**src/rtl/alu_control_decoder.sv**
```systemverilog
// Registered ALU control decoder: maps {AluOp, Funct} to a 5-bit ALU operation select.
// Optional macro ALU_CTRL_ILLEGAL_FLAG_EN adds a registered Illegal output flagging NOP decodes.
`timescale 1ns/1ps

module alu_control_decoder #(
  parameter int OP_W    = 4,
  parameter int FUNCT_W = 6,
  parameter int CTRL_W  = 5
) (
  input  logic               Clk,
  input  logic               Rst,
  input  logic [OP_W-1:0]    AluOp,
  input  logic [FUNCT_W-1:0] Funct,
  output logic [CTRL_W-1:0]  ALUControl
`ifdef ALU_CTRL_ILLEGAL_FLAG_EN
  ,
  output logic               Illegal
`endif
);

  typedef enum logic [4:0] {
    ALU_ADD     = 5'd0,
    ALU_ADDU    = 5'd1,
    ALU_SUB     = 5'd2,
    ALU_SUBU    = 5'd3,
    ALU_MULT    = 5'd4,
    ALU_MULTU   = 5'd5,
    ALU_AND     = 5'd6,
    ALU_OR      = 5'd7,
    ALU_NOR     = 5'd8,
    ALU_XOR     = 5'd9,
    ALU_SLL     = 5'd10,
    ALU_SRL     = 5'd11,
    ALU_SLLV    = 5'd12,
    ALU_SLT     = 5'd13,
    ALU_SLTU    = 5'd14,
    ALU_MOVN    = 5'd15,
    ALU_MOVZ    = 5'd16,
    ALU_ROTRV   = 5'd17,
    ALU_SRA     = 5'd18,
    ALU_SRAV    = 5'd19,
    ALU_MUL     = 5'd20,
    ALU_MADD    = 5'd21,
    ALU_MSUB    = 5'd22,
    ALU_SEH_SEB = 5'd23,
    ALU_NOP     = 5'd31
  } alu_ctrl_e;

  // Operation classes issued by the main controller
  localparam logic [OP_W-1:0] OP_RTYPE = 4'b0000;
  localparam logic [OP_W-1:0] OP_ADDI  = 4'b0001;
  localparam logic [OP_W-1:0] OP_SUBI  = 4'b0010;
  localparam logic [OP_W-1:0] OP_ORI   = 4'b0011;
  localparam logic [OP_W-1:0] OP_ANDI  = 4'b0100;
  localparam logic [OP_W-1:0] OP_XORI  = 4'b0101;
  localparam logic [OP_W-1:0] OP_NORI  = 4'b0110;
  localparam logic [OP_W-1:0] OP_ADDIU = 4'b0111;
  localparam logic [OP_W-1:0] OP_SUBIU = 4'b1000;
  localparam logic [OP_W-1:0] OP_MULTI = 4'b1001;
  localparam logic [OP_W-1:0] OP_SLTI  = 4'b1010;
  localparam logic [OP_W-1:0] OP_SLTIU = 4'b1011;
  localparam logic [OP_W-1:0] OP_MULC  = 4'b1100;
  localparam logic [OP_W-1:0] OP_SEXT  = 4'b1101;

  function automatic alu_ctrl_e decode_rtype(input logic [FUNCT_W-1:0] f);
    alu_ctrl_e r;
    r = ALU_NOP;
    case (f)
      6'b100000: r = ALU_ADD;
      6'b100001: r = ALU_ADDU;
      6'b100010: r = ALU_SUB;
      6'b011000: r = ALU_MULT;
      6'b010001: r = ALU_MULTU;
      6'b100100: r = ALU_AND;
      6'b100101: r = ALU_OR;
      6'b100111: r = ALU_NOR;
      6'b100110: r = ALU_XOR;
      6'b000000: r = ALU_SLL;
      6'b000010: r = ALU_SRL;
      6'b000100: r = ALU_SLLV;
      6'b101010: r = ALU_SLT;
      6'b101011: r = ALU_SLTU;
      6'b001011: r = ALU_MOVN;
      6'b001010: r = ALU_MOVZ;
      6'b000110: r = ALU_ROTRV;
      6'b000011: r = ALU_SRA;
      6'b000111: r = ALU_SRAV;
      default:   r = ALU_NOP;
    endcase
    return r;
  endfunction

  function automatic alu_ctrl_e decode_mulc(input logic [FUNCT_W-1:0] f);
    alu_ctrl_e r;
    r = ALU_NOP;
    case (f)
      6'b000010: r = ALU_MUL;
      6'b000000: r = ALU_MADD;
      6'b000100: r = ALU_MSUB;
      default:   r = ALU_NOP;
    endcase
    return r;
  endfunction

  alu_ctrl_e ctrl_d, ctrl_q;
  logic      illegal_d, illegal_q;

  always_comb begin
    ctrl_d = ALU_NOP;
    case (AluOp)
      OP_RTYPE: ctrl_d = decode_rtype(Funct);
      OP_ADDI:  ctrl_d = ALU_ADD;
      OP_SUBI:  ctrl_d = ALU_SUB;
      OP_ORI:   ctrl_d = ALU_OR;
      OP_ANDI:  ctrl_d = ALU_AND;
      OP_XORI:  ctrl_d = ALU_XOR;
      OP_NORI:  ctrl_d = ALU_NOR;
      OP_ADDIU: ctrl_d = ALU_ADDU;
      OP_SUBIU: ctrl_d = ALU_SUBU;
      OP_MULTI: ctrl_d = ALU_MULTU;
      OP_SLTI:  ctrl_d = ALU_SLT;
      OP_SLTIU: ctrl_d = ALU_SLTU;
      OP_MULC:  ctrl_d = decode_mulc(Funct);
      OP_SEXT:  ctrl_d = ALU_SEH_SEB;
      default:  ctrl_d = ALU_NOP;
    endcase
    // NOP is only ever reached through an unmatched decode
    illegal_d = (ctrl_d == ALU_NOP);
  end

  always_ff @(posedge Clk or negedge Rst) begin
    if (!Rst) begin
      ctrl_q    <= ALU_ADD;
      illegal_q <= 1'b0;
    end else begin
      ctrl_q    <= ctrl_d;
      illegal_q <= illegal_d;
    end
  end

  assign ALUControl = ctrl_q;

`ifdef ALU_CTRL_ILLEGAL_FLAG_EN
  assign Illegal = illegal_q;
`else
  logic unused_illegal;
  assign unused_illegal = illegal_q;
`endif

endmodule

```
**config.mk**
```make
export PLATFORM = sky130hd
export DESIGN_NAME = alu_control_decoder
export DESIGN_NICKNAME = d
export VERILOG_FILES = /design/src/rtl/alu_control_decoder.sv
export SDC_FILE = /design/constraint.sdc
export NUM_CORES = 1
export LEC_CHECK = 0
export CAP_MARGIN = 0
export CORE_MARGIN = 2
export CORE_UTILIZATION = 51
export DETAILED_ROUTE_END_ITERATION = 16
export PLACE_DENSITY_LB_ADDON = 0.05
export SYNTH_ARGS = -nofsm -noshare
export SYNTH_HDL_FRONTEND = slang
export SYNTH_SLANG_ARGS = --single-unit
```
**constraint.sdc**
```tcl
create_clock -name Clk -period 1.15 [get_ports Clk]
set_input_delay 0.23 -clock Clk [delete_from_list [all_inputs] [get_ports Clk]]
set_output_delay 0.23 -clock Clk [all_outputs]
set_load 0.1 [all_outputs]
```
==> results of run 1 <==
## through the flow
stage	worst slack (ns)	std cells	utilization	hold slack [ns]	area [um2]
4_1_cts	0.00173	141	0.923	0.211	1200
3_5_place_dp	-0.741	136	0.835	0.461	1090
3_3_place_gp	-0.763	136	0.835	0.459	1090
2_1_floorplan	-0.124	85	-	-0.0656	729
## logic make-up after synthesis
family	after synthesis
xor gates and xnor gates	2
AOI/OAI and AO/OA	27
adders and majority gates	6
muxes	4
DFF	5
buffers and inverters	13
and+or+nand+nor	28
## timing repair
item                                    4_1_cts
endpoints found under the setup margin        5
gates resized for setup                      53
gates cloned                                  1
endpoints found under the hold margin         0
pin swaps                                    11
## cells in the mapped netlist (2+ instances only)
| master | instances | area, um2 |
|---|---|---|
| dfrtp_1 | 5 | 125 |
| o211ai_1 | 2 | 15.0 |
| ha_1 | 6 | 75.1 |
| inv_1 | 5 | 18.8 |
| a21oi_1 | 3 | 15.0 |
| nand4_1 | 2 | 12.5 |
| mux2i_1 | 2 | 20.0 |
| nor2_1 | 4 | 15.0 |
| nand2_1 | 9 | 33.8 |
| nand3b_1 | 2 | 15.0 |
| buf_6 | 6 | 67.6 |
| o21ai_1 | 3 | 15.0 |
| nand2b_1 | 2 | 12.5 |
| nor2b_1 | 2 | 12.5 |
| o21ai_0 | 6 | 30.0 |
| mux2_2 | 2 | 22.5 |
| nor3_1 | 3 | 15.0 |
==> impl_metrics.tcl, run 1 <==
set metrics [dict create \
    ctsHoldBuffers 0 \
    port_buffers 16 \
    synth_edf_count 0 \
    yosysSeqAreaShare 0.176 \
    stop_stage "global routing (5_1_grt)" \
    netlist_area_um2 712 \
    crit_endpoint "ALUControl[0]$_DFF_PN0_/D" \
    yosys_warnings 0 \
    cts_setup_buffers 0 \
    die_w_um 41.4 \
    yosys.area_share.adder 0.105 \
    num_rows 13 \
    syn_nets 103 \
    synth-xor-area-share 0.0246 \
    synth-simple-area-share 0.209 \
    worst_endpoint_kind "register input" \
    start_util 0.547 \
    clockBufferDepth 2 \
    error_message "[ERROR DPL-0038] Utilization greater than 100%, impossible to legalize" \
    htreeDepth 1 \
    synth_ff_type "dfrtp_1" \
    synth_compound_area_frac 0.293 \
    cts_made_buffers 3 \
    syn_inst 85 \
    synth-seq-cells 5 \
    avgSynthCellArea_um2 8.38 \
    synth.area.mux_share 0.0598 \
    yosysUniqueCellTypes 38 \
    chipHeight_um 41.4 \
    clock_sinks 5 \
    grt_max_degree 12 \
    status "stopped before the end" \
    cts-root-buf "clkbuf_4" \
    hpwl_um 1500 \
    globalplace.congestion 0.921 \
    io_pins 17 \
    synthArstFlopShare 1.00 \
    synth_top_family_by_area "compound AO/OA/AOI/OAI gates" \
]
==> run 2: changes to the inputs <==
Settings changed: CORE_AREA set to 2 2 63 65, CORE_MARGIN 2 to unset, CORE_UTILIZATION 51 to unset, DIE_AREA set to 0 0 65 67, PLACE_DENSITY_LB_ADDON 0.05 to 0.15.
==> run 2 against run 1 <==
Compared with the run above:
- the run now ends clean
- area after synthesis stayed put
- synthesized cell count stayed put
==> impl_metrics.tcl, run 2 <==
set metrics [dict create \
    cts_made_buffers 3 \
    finalMaxSlewViolations 0 \
    crit_required_ns 1.26 \
    placed_area_um2 1130 \
    antenna_found_initial 0 \
    wl_met3_um 105 \
    cts.clk_slew.worst_paths_ns 0.04 \
    yosysUniqueCellTypes 38 \
    synthTopCellsByCount "nand2_1 (9), buf_6 (6), ha_1 (6), o21ai_0 (6)" \
    dieArea_um2 4360 \
    grt_overflow_total 0 \
    yosysTopAreaCell "dfrtp_1" \
    area_growth_syn_to_layout_pct 95.6 \
    globalplace.congestion 0.762 \
    fin_util 0.386 \
    chipHeight_um 67 \
    drt_first_pass_iters 4 \
    htreeDepth 1 \
    tritoncts "done" \
    final_area_um2 1390 \
    cts-root-buf "clkbuf_8" \
    cp_data_arrival_time_ns 1.25 \
    largest_reg_flops 5 \
    synth_edf_count 0 \
    hold_violations 0 \
    startpoint_type "input port" \
    coreArea_um2 3610 \
    drc 0 \
    instances_no_fill 183 \
    finalSetupViolations 0 \
    wl_met1_um 963 \
    wire_per_inst_um 12.6 \
    wl_met2_um 1200 \
    grt_util_all_layers 0.109 \
    tightest_slew_ns 0.183 \
    port_buffers 16 \
    grt_pass1_vias 840 \
    fin_tns_setup_ns 0 \
    syn_nets 103 \
    p_leak_uw 0.000586 \
    num_vias 806 \
    postRouteWirelength_um 2300 \
    num_rows 22 \
    power_density_nw_per_um2 798 \
    min_path_type "in2async" \
    path_max_fanout 3 \
    synthArstFlopShare 1.00 \
    highest-signal-layer "met4" \
    viasPerCell 4.40 \
    start_util 0.197 \
    drive_gt1_frac 0.622 \
    synth.most_common_cell "nand2_1" \
    synth-seq-cells 5 \
    grt_max_degree 14 \
    netlist_area_um2 712 \
    endpoint_kind "flop" \
    layout_commonest_cell "buf_4" \
    nets 154 \
    fin_crit_ns 1.15 \
    grt_setup_unrepaired "true" \
    maxCapViolations 0 \
    peakVddDrop_mv 0.295 \
    status "finished, final reports clean" \
    syn_inst 85 \
    ctsHoldBuffers 0 \
    min_period_over_period 0.998 \
    relSlewSlack 0.874 \
    max_freq_mhz 872 \
    mostFrequentLayoutCells "buf_4 (29), buf_6 (10), nand2_1 (8)" \
    postLayoutSetupSlackWorst_ns 0.00256 \
    hpwl_um 1600 \
    worstSetupPathType "in2reg" \
    placed_cells 169 \
    io_pins 17 \
    clock_sinks 5 \
    antenna_left 0 \
    avgSynthCellArea_um2 8.38 \
    yosysSeqAreaShare 0.176 \
    synth_ff_type "dfrtp_1" \
    num_antenna_cells 0 \
    ys_top_cells_by_area "dfrtp_1 (18%), ha_1 (11%), buf_6 (9.5%)" \
    die_w_um 65 \
    grt_pass1_wl_um 3660 \
    drtIter0Drc 22 \
    clockBufferDepth 2 \
    post-place-ws_ns -0.753 \
    yosys_warnings 0 \
    yosys.area.top_type_share 0.176 \
]
## run 2: metal layers
metal | vias up | global-route usage
met5 | - | 0
met1 | 375 | 0.126
met4 | 0 | 0.0319
li1 | 412 | -
met2 | 16 | 0.206
met3 | 3 | 0.0135
## run 2: worst max path at each step
| stage | depth (start not counted) | slack, ns | from | end |
|---|---|---|---|---|
| after floorplan | 6 | -0.12 | Funct[0] | ALUControl[0] |
| after global placement | 7 | -0.74 | Funct[1] | ALUControl[0] |
| after detailed placement | 7 | -0.75 | Funct[1] | ALUControl[0] |
| after CTS | 7 | -0.01 | Funct[0] | ALUControl[0] |
| after global routing | 7 | -0.04 | Funct[1] | ALUControl[0] |
| final | 7 | 0.003 | Funct[1] | ALUControl[0] |
## run 2: critical path, stage by stage
cell	delay [ns]
buf_8	0.11
inv_6	0.06
ha_4	0.20
nor2_2	0.07
a21oi_1	0.05
a211o_1	0.25
a32o_2	0.27
## run 2: area by class of cell
| cell class | instances | area (um2) |
|---|---|---|
| inverter | 6 | 37.5 |
| multi-input combinational | 67 | 624 |
| sequential | 5 | 125 |
| timing repair buffer | 53 | 500 |
| clock buffer | 4 | 45.0 |
| tap | 48 | 60.1 |
| fill | 365 | 2210 |
## run 2: cells by family (layout without fill, tap and decap cells)
family	after synthesis	after routing	share of synthesized area
XOR/XNOR	2	2	0.0246
multiplexers	4	4	0.0598
flip-flops	5	5	0.176
adder cells (fa/ha/maj)	6	6	0.105
AO/OA/AOI/OAI	27	27	0.293
buffers and inverters	13	63	0.132
AND/OR/NAND/NOR	28	28	0.209
## run 2: per-stage QoR
| step | total power [uW] | hold slack (ns) |
|---|---|---|
| 3_3_place_gp | 699 | 0.462 |
| 3_5_place_dp | 698 | 0.458 |
| 6_report | 1110 | 0.225 |
| 4_1_cts | 1080 | 0.226 |
| 2_1_floorplan | 485 | -0.0656 |
| 5_1_grt | 1160 | 0.250 |
## run 2: power breakdown
group,leakage (uW),switching [uW],total (uW),internal [uW]
clock network,0.0000228,91.8,330,238
logic,0.000506,307,574,267
registers,0.0000579,13.4,207,194
total,0.000586,413,1110,699
## run 2: repair_timing
item,CTS,global route
buffers inserted,7,2
cloned,0,1
endpoints found under the hold margin,0,0
setup endpoints to repair,5,5
resized for setup,68,19
pin swaps,14,13
Note: power is estimated with default switching activity, not from simulation.
==> run 3: changes to the inputs <==
Settings changed: DONT_BUFFER_PORTS set to 1, PLACE_DENSITY_LB_ADDON 0.15 to 0.1.
==> run 3 against run 2 <==
Compared with the run above:
- sequential cell count unchanged
- utilization is 12 points lower
- clock power down 2%
- maximum frequency grew 2.3%
- final area fell by 32%
- total power shrank 19%
- routed wire length shrank 19%
- sequential share of layout area is 4.3 points higher
- worst hold slack got worse by 0.086 ns
- cell count down 23%
- via count shrank 18%
- worst setup slack better by 0.026 ns
==> impl_metrics.tcl, run 3 (synthesis results as in run 2) <==
set metrics [dict create \
    htreeDepth 1 \
    grt_max_degree 15 \
    dieArea_um2 4360 \
    worstSetupPathType "in2reg" \
    coreArea_um2 3610 \
    clockBufferDepth 2 \
    start_util 0.197 \
    wl_met3_um 144 \
    wl_met1_um 772 \
    postLayoutSetupSlackWorst_ns 0.0281 \
    wl_met2_um 882 \
    drc 0 \
    path_max_fanout 6 \
    die_w_um 65 \
    num-fill-cells 389 \
    final_area_um2 943 \
    viasPerCell 4.69 \
    max_freq_mhz 891 \
    port_buffers 0 \
    endpoint_kind "flop" \
    status "finished, final reports clean" \
    finalSetupViolations 0 \
    highest-signal-layer "met4" \
    peakVddDrop_mv 0.213 \
    grt_pass1_wl_um 2990 \
    maxCapViolations 0 \
    crit_required_ns 1.25 \
    drtIter0Drc 9 \
    cts_made_buffers 3 \
    io_pins 17 \
    tightest_slew_ns 0.305 \
    min_path_type "in2reg" \
    num_antenna_cells 0 \
    num_rows 22 \
    tritoncts "done" \
    drt_first_pass_iters 4 \
    min_period_over_period 0.976 \
    hold_violations 0 \
    layout_commonest_cell "nand2_1" \
    grt_overflow_total 0 \
    wire_per_inst_um 13.2 \
    cts_setup_buffers 0 \
    placed_area_um2 852 \
    num_vias 661 \
    chipHeight_um 67 \
    relSlewSlack 0.796 \
    grt_util_all_layers 0.0927 \
    drive_gt1_frac 0.323 \
    largest_reg_flops 5 \
    cp_data_arrival_time_ns 1.22 \
    antenna_found_initial 0 \
    nets 112 \
    post-place-ws_ns -0.239 \
    p_leak_uw 0.000357 \
    hpwl_um 1500 \
    antenna_left 0 \
    cts-root-buf "clkbuf_8" \
    globalplace.congestion 0.753 \
    mostFrequentLayoutCells "nand2_1 (9), dfrtp_1 (5), o21ai_0 (5), buf_4 (5), buf_12 (5)" \
    power_density_nw_per_um2 956 \
    finalMaxSlewViolations 0 \
    cts.clk_slew.worst_paths_ns 0.03 \
    fin_crit_ns 1.12 \
    startpoint_type "input port" \
    fin_tns_setup_ns 0 \
    grt_pass1_vias 654 \
    area_growth_syn_to_layout_pct 32.5 \
    postRouteWirelength_um 1860 \
    clock_sinks 5 \
]
## run 3: cell type report
class,count,area [um2],share of cell area
clock buffers,4,45.0,0.0477
repair buffers,11,148,0.156
multi-input cells,67,537,0.569
well taps,48,60.1,0.0637
inverters,6,28.8,0.0305
flip-flops and latches,5,125,0.133
## run 3: final timing paths
kind | from | to | slack, ns | cells after the start
worst max-delay path | Funct[1] | ALUControl[0] | 0.03 | 6
worst min-delay path | AluOp[3] | ALUControl[3] | 0.14 | 2
max in group asynchronous | Rst | ALUControl[0] | 0.64 | 1
min in group asynchronous | Rst | ALUControl[2] | 0.31 | 1
## run 3: repair_timing
| item | in CTS | in global routing |
|---|---|---|
| setup endpoints to repair | 1 | 1 |
| hold endpoints to repair | 5 | 0 |
| hold buffers | 1 | 0 |
| gates cloned | 0 | 0 |
| pin swaps | 0 | 4 |
| gates resized for setup | 1 | 7 |
## run 3: metrics by stage
stage	cells	power (uW)	hold WS [ns]	utilization
floorplan	85	485	-0.0656	-
global placement	136	568	-0.0654	0.236
detailed placement	136	562	-0.0654	0.236
CTS	141	902	0.139	0.252
global route	141	946	0.149	0.262
finish	141	902	0.138	0.262
## run 3: per-layer routing
metal / vias to the layer above / GRT usage
li1: 329 / -
met1: 307 / 0.0961
met2: 18 / 0.153
met3: 7 / 0.0338
met4: 0 / 0.0691
met5: - / 0
## run 3: report_power, final
group / switching (uW) / total, uW / leakage, uW / internal [uW]
logic: 215 / 369 / 0.000277 / 154
clock network: 87.5 / 325 / 0.0000228 / 238
registers: 13.3 / 207 / 0.0000579 / 194
## run 3: critical path, cell delays in order
cell and delay (ns):
clkinvlp_4 0.09, ha_4 0.23, nor2_2 0.09, a21oi_1 0.05
a211o_1 0.26, a32o_2 0.27
